$ cat src/rtl/blood_pkg.sv
// blood_pkg: shared types and constants for the blood-splatter sprite renderer
//   state_t     : animation FSM states
//   SPRITE_W    : sprite edge length in texels
//   SPRITE_AW   : ROM row/col address width
//   TRANSPARENT : color key treated as "no pixel"
//   dim()       : halves each 4-bit channel of a 12-bit color
package blood_pkg;
    typedef enum logic [1:0] {IDLE, ARMED, SHOW} state_t;
    localparam int SPRITE_W = 64;
    localparam int SPRITE_AW = 6;
    localparam logic [11:0] TRANSPARENT = 12'h000;
    function automatic logic [11:0] dim(input logic [11:0] c);
        return (c >> 1) & 12'h777;
    endfunction
endpackage

$ cat src/rtl/blood_anim_fsm.sv
// blood_anim_fsm: hit/frame sequencing, frame counter and pending/shadow sprite position
//   in : clk, reset (async, active-high), frame_tick, hit, hit_x, hit_y
//   out: draw_en, fade, busy, shadow_x, shadow_y
//   BLOOD_FADE_EN: when defined, fade asserts for the last quarter of DURATION
module blood_anim_fsm
    import blood_pkg::*;
#(
    parameter int DURATION = 30
) (
    input  logic       clk,
    input  logic       reset,
    input  logic       frame_tick,
    input  logic       hit,
    input  logic [9:0] hit_x,
    input  logic [9:0] hit_y,
    output logic       draw_en,
    output logic       fade,
    output logic       busy,
    output logic [9:0] shadow_x,
    output logic [9:0] shadow_y
);
    localparam int CW = DURATION > 1 ? $clog2(DURATION) : 1;
    localparam logic [CW-1:0] LAST = CW'(DURATION - 1);
    state_t state;
    logic from_show;
    logic [CW-1:0] frame_cnt;
    logic [9:0] pend_x, pend_y;
    always_ff @(posedge clk or posedge reset) begin
        if (reset) begin
            state     <= IDLE;
            from_show <= 1'b0;
            frame_cnt <= '0;
            pend_x    <= '0;
            pend_y    <= '0;
            shadow_x  <= '0;
            shadow_y  <= '0;
        end else begin
            case (state)
                IDLE: if (hit) begin
                    pend_x    <= hit_x;
                    pend_y    <= hit_y;
                    from_show <= 1'b0;
                    state     <= ARMED;
                end
                ARMED: if (frame_tick) begin
                    // a hit coinciding with the tick is newer than pend, so it wins
                    shadow_x  <= hit ? hit_x : pend_x;
                    shadow_y  <= hit ? hit_y : pend_y;
                    frame_cnt <= '0;
                    from_show <= 1'b0;
                    state     <= SHOW;
                end else if (hit) begin
                    pend_x <= hit_x;
                    pend_y <= hit_y;
                end
                SHOW: if (hit) begin
                    // old splatter keeps drawing from shadow until the next tick
                    pend_x    <= hit_x;
                    pend_y    <= hit_y;
                    from_show <= 1'b1;
                    state     <= ARMED;
                end else if (frame_tick) begin
                    if (frame_cnt == LAST) state <= IDLE;
                    else frame_cnt <= frame_cnt + 1'b1;
                end
                default: state <= IDLE;
            endcase
        end
    end
    assign draw_en = (state == SHOW) | ((state == ARMED) & from_show);
    assign busy = state != IDLE;
`ifdef BLOOD_FADE_EN
    assign fade = int'(frame_cnt) >= DURATION - DURATION / 4;
`else
    assign fade = 1'b0;
`endif
endmodule

$ cat src/rtl/blood_sprite_render.sv
// blood_sprite_render: maps VGA x/y onto the 64x64 splatter ROM and emits keyed, aligned pixels
//   in : clk, reset (async, active-high), x, y, video_on, frame_tick, hit, hit_x, hit_y, rom_data
//   out: rom_row, rom_col (combinational), blood_on, rgb (registered, 2 clk after x/y), busy
//   BLOOD_FADE_EN: when defined, rgb channels are halved during the last quarter of DURATION
module blood_sprite_render
    import blood_pkg::*;
#(
    parameter int DURATION = 30,
    parameter int H_ACTIVE = 640,
    parameter int V_ACTIVE = 480
) (
    input  logic        clk,
    input  logic        reset,
    input  logic [9:0]  x,
    input  logic [9:0]  y,
    input  logic        video_on,
    input  logic        frame_tick,
    input  logic        hit,
    input  logic [9:0]  hit_x,
    input  logic [9:0]  hit_y,
    output logic [5:0]  rom_row,
    output logic [5:0]  rom_col,
    input  logic [11:0] rom_data,
    output logic        blood_on,
    output logic [11:0] rgb,
    output logic        busy
);
    localparam logic [10:0] HA = 11'(H_ACTIVE);
    localparam logic [10:0] VA = 11'(V_ACTIVE);
    logic draw_en, fade, in_box, in_box_d1, blood_on_next;
    logic [9:0] shadow_x, shadow_y;
    logic [10:0] dx, dy;
    blood_anim_fsm #(.DURATION(DURATION)) u_fsm (
        .clk(clk), .reset(reset), .frame_tick(frame_tick), .hit(hit),
        .hit_x(hit_x), .hit_y(hit_y), .draw_en(draw_en), .fade(fade),
        .busy(busy), .shadow_x(shadow_x), .shadow_y(shadow_y)
    );
    // 11-bit unsigned differences: pixels left/above the box go negative and fail the high-bit test
    assign dx = {1'b0, x} - {1'b0, shadow_x};
    assign dy = {1'b0, y} - {1'b0, shadow_y};
    assign in_box = draw_en & video_on & ({1'b0, x} < HA) & ({1'b0, y} < VA)
                  & (dx[10:SPRITE_AW] == '0) & (dy[10:SPRITE_AW] == '0);
    assign rom_row = dy[SPRITE_AW-1:0];
    assign rom_col = dx[SPRITE_AW-1:0];
    assign blood_on_next = in_box_d1 & (rom_data != TRANSPARENT);
    always_ff @(posedge clk or posedge reset) begin
        if (reset) begin
            in_box_d1 <= 1'b0;
            blood_on  <= 1'b0;
            rgb       <= '0;
        end else begin
            in_box_d1 <= in_box;
            blood_on  <= blood_on_next;
            rgb       <= blood_on_next ? (fade ? dim(rom_data) : rom_data) : TRANSPARENT;
        end
    end
endmodule

$ cat config.mk
export PLATFORM = sky130hd
export DESIGN_NAME = blood_sprite_render
export DESIGN_NICKNAME = d
export VERILOG_FILES = /design/src/rtl/blood_pkg.sv /design/src/rtl/blood_anim_fsm.sv /design/src/rtl/blood_sprite_render.sv
export SDC_FILE = /design/constraint.sdc
export NUM_CORES = 1
export LEC_CHECK = 0
export BUFFER_PORTS_ARGS = -buffer_cell sky130_fd_sc_hd__clkbuf_2
export CAP_MARGIN = 20
export CORE_MARGIN = 2
export CORE_UTILIZATION = 25
export DETAILED_ROUTE_END_ITERATION = 10
export PLACE_DENSITY = 0.52
export SLEW_MARGIN = 20
export SYNTH_ARGS = -nofsm -noshare
export SYNTH_HDL_FRONTEND = slang
export SYNTH_SLANG_ARGS = --single-unit
export TNS_END_PERCENT = 100
$ cat constraint.sdc
create_clock -name clk -period 2.4 [get_ports clk]
set_input_delay 0.36 -clock clk [delete_from_list [all_inputs] [get_ports clk]]
set_output_delay 0.36 -clock clk [all_outputs]
set_load 0.01 [all_outputs]
==> results.txt <==
Gpl congestion = 0.7694
First-pass GRT wire length = 13,480 µm
Die height = 123.1 µm
Crit Reg-Reg Startpoint = u_fsm.shadow_x[0]$_DFFE_PP0P_
Grt ovf = 0
IO Pins = 83
Initial Util = 25.55%
Max H-tree Level = 3
Die width = 123.1 µm
Most Frequent Cell on Critical Path = o21a_1
Core Area = 13,880 µm²
Placement row count = 43
Die area = 15,150 µm²
Post-layout min period = 2.302 ns
Antenna-violating nets left = 0
Top-count cell post-synth = dfrtp_1
RSZ-0062 raised after global routing = yes
GRT Resource Usage Total = 11.39%
Synth top area cells = dfrtp_1 (44%), ha_1 (7.8%), mux2_2 (7.3%)
WP data arrival = 1.94 ns
HPWL after DPL = 6412 µm
Req. time, crit path = 2.04 ns
1st-iter DRT viols = 113
Crit. End Element = output pin
Worst min-delay path class = in -> async
Area leader, netlist = dfrtp_1
Cell variety after synth = 51
Synthesized instance count = 346
Layout cell share with drive strength beyond 1 = 34.01%
Routed vias = 2,804
Largest net degree at the start of global routing = 63
Slowest stage delay, CP = 0.35 ns
Sequential share of the synthesized area = 43.75%
TritonCTS Buffers = 9
Initial antenna violation count = 0
Final #Nets = 521
LEAKAGE = 0.002216 µW
R2r setup slk = 0.15 ns
Setup TNS = 0 ns
Clock latency on the worst-skew pair = 0.33 ns
Crit path buffers/inverters = 2
Cts hold-fix bufs = 0
Final Hold Fails = 0
Skew final = 0.007385 ns
Synth cell count leaders = dfrtp_1 (62), inv_1 (31), o21ai_0 (30)
Slew @ Worst Pin = 0.4555 ns
Status = completed
Crit path launch type = register
Rel. slew slack = 69.57%
Largest buffer count on any clock path = 2
Synthesized flop and latch total = 62
Delay-heaviest family, CP = compound AO/OA/AOI/OAI gates
DR DRC count = 0
Cell chain of the critical path = inv_1, ha_1, o21a_1, o31a_1, o21a_1, nor2_1, xnor2_1, buf_2
Area growth from synthesis to layout = 29.08%
Power Dens Cells = 1071 nW/µm²
Maxcap violations = 0
Reg clk slew, reported paths = 0.05 ns
FF-to-FF End = in_box_d1$_DFF_PP0_
Drt wl/cell = 13.02 µm
CTS tree = built
EDFF count, synth = 0
Final WL = 8123 µm
CP Max Fanout = 5
Yosys warning count = 0
Crit Path Category = reg -> out
Max rail drop VDD = 0.3303 mV
Final Max Tran Viols = 0
Synth Flop Type = dfrtp_1
Fraction of registers with async set/reset = 100.0%
# diodes = 0
Synth Net Count = 427
R2R cell count = 9
Post-Syn Area = 3546 µm²
PortBufs = 82
Post-synth top area share = 43.75%
Clock root cell = clkbuf_16
Slowest CP cell = dfrtp_1
Vias in the first global route = 2,832
Achievable Freq = 0.4344 GHz
Tcrit/Tclk final = 95.92%
Post-DR vias/cell = 4.494
Final setup fails = 0
Mean Syn Cell Area = 10.25 µm²
DRT Pass-1 Iters = 4
Clock Sinks = 62
Total power draw = 4900 µW
==> worst min-delay path, delay by kind of cell <==
| family | cells | cell delay [ns] |
|---|---|---|
| buffers and inverters | 3 | 0.43 |
==> power breakdown <==
group          leakage, µW  internal [µW]  switching [µW]  total, µW
clock network     0.000151            880             444       1320
logic              0.00128            990            1130       2120
registers         0.000784           1300             151       1460
==> cell families (layout without fill, tap and decap cells) <==
kind of cell               Yosys count  count (layout)  synth area share (%)
and+or+nand+nor                     85              85                 12.49
DFF                                 62              62                 43.75
adders and majority gates           24              24                 8.892
xor gates and xnor gates            10              10                 2.470
AOI/OAI and AO/OA                   78              78                 14.19
buffers and inverters               42             140                 4.693
muxes                               45              45                 13.51
==> metrics by stage <==
stage	utilization (%)	instance area [µm²]	hold slack, ns	worst slack (ns)	cells
4_1_cts	32.95	4574	0.08159	-0.007106	624
3_5_place_dp	30.43	4224	0.4389	-0.07332	606
2_1_floorplan	-	3546	0.4498	0.1937	346
3_3_place_gp	30.43	4224	0.4345	-0.009168	606
6_report	32.97	4577	0.07185	0.09790	624
5_1_grt	32.97	4577	0.1102	-0.01228	624
==> sequential cells by signal, indices dropped and copies added, names as in the netlist <==
register         cells
rgb                 12
u_fsm.pend_x        10
u_fsm.pend_y        10
u_fsm.shadow_x      10
u_fsm.shadow_y      10
u_fsm.frame_cnt      5
u_fsm.state          2
blood_on             1
in_box_d1            1
u_fsm.from_show      1
==> repair_timing <==
item / 4_1_cts / 5_1_grt
pin swaps: 7 / 6
setup endpoints to repair: 3 / 5
resized for setup: 8 / 3
hold endpoints to repair: 0 / 0
gates cloned: 0 / 0
buffers inserted: 4 / 0
==> layout by cell type, fill, tap and decap left out, types with 5 or more instances in the layout <==
cell,instances
clkbuf_2,80
dfrtp_1,62
o21ai_0,30
inv_1,27
nand2_1,24
mux2_2,23
mux2i_1,22
ha_1,21
nor2_1,17
and2_1,13
a21oi_1,12
buf_4,10
clkbuf_16,9
o21a_1,7
nand2b_1,5
xor2_1,5
xnor2_1,5
nor4_1,5
==> per-layer routing <==
layer	share of wire [%]	track usage [%]	routed length (µm)	vias up
met5	0	0	0	-
met4	2.4	5.540	195	0
met3	3.1	1.937	254	14
met2	49	18.61	3997	40
met1	45	14.59	3677	1336
li1	-	-	-	1414
==> area by class of cell <==
type                       instances  area, µm²
fill                            1439       9304
clock buffer                      12      266.5
sequential                        62       1551
multi-input combinational        242       1849
clock inverter                     3      42.54
timing repair buffer              94      525.5
tap                              180      225.2
inverter                          31      116.4
==> worst max path at each step <==
| stage | start | end | cells past startpoint |
|---|---|---|---|
| 2_1_floorplan | x[0] | in_box_d1$_DFF_PP0_ | 10 |
| 3_3_place_gp | x[0] | in_box_d1$_DFF_PP0_ | 11 |
| 3_5_place_dp | x[0] | in_box_d1$_DFF_PP0_ | 11 |
| 4_1_cts | u_fsm.shadow_y[1]$_DFFE_PP0P_ | rom_row[5] | 8 |
| 5_1_grt | u_fsm.shadow_x[1]$_DFFE_PP0P_ | rom_col[5] | 8 |
| 6_report | u_fsm.shadow_y[2]$_DFFE_PP0P_ | rom_row[5] | 8 |
(Power assumes the default switching activity.)
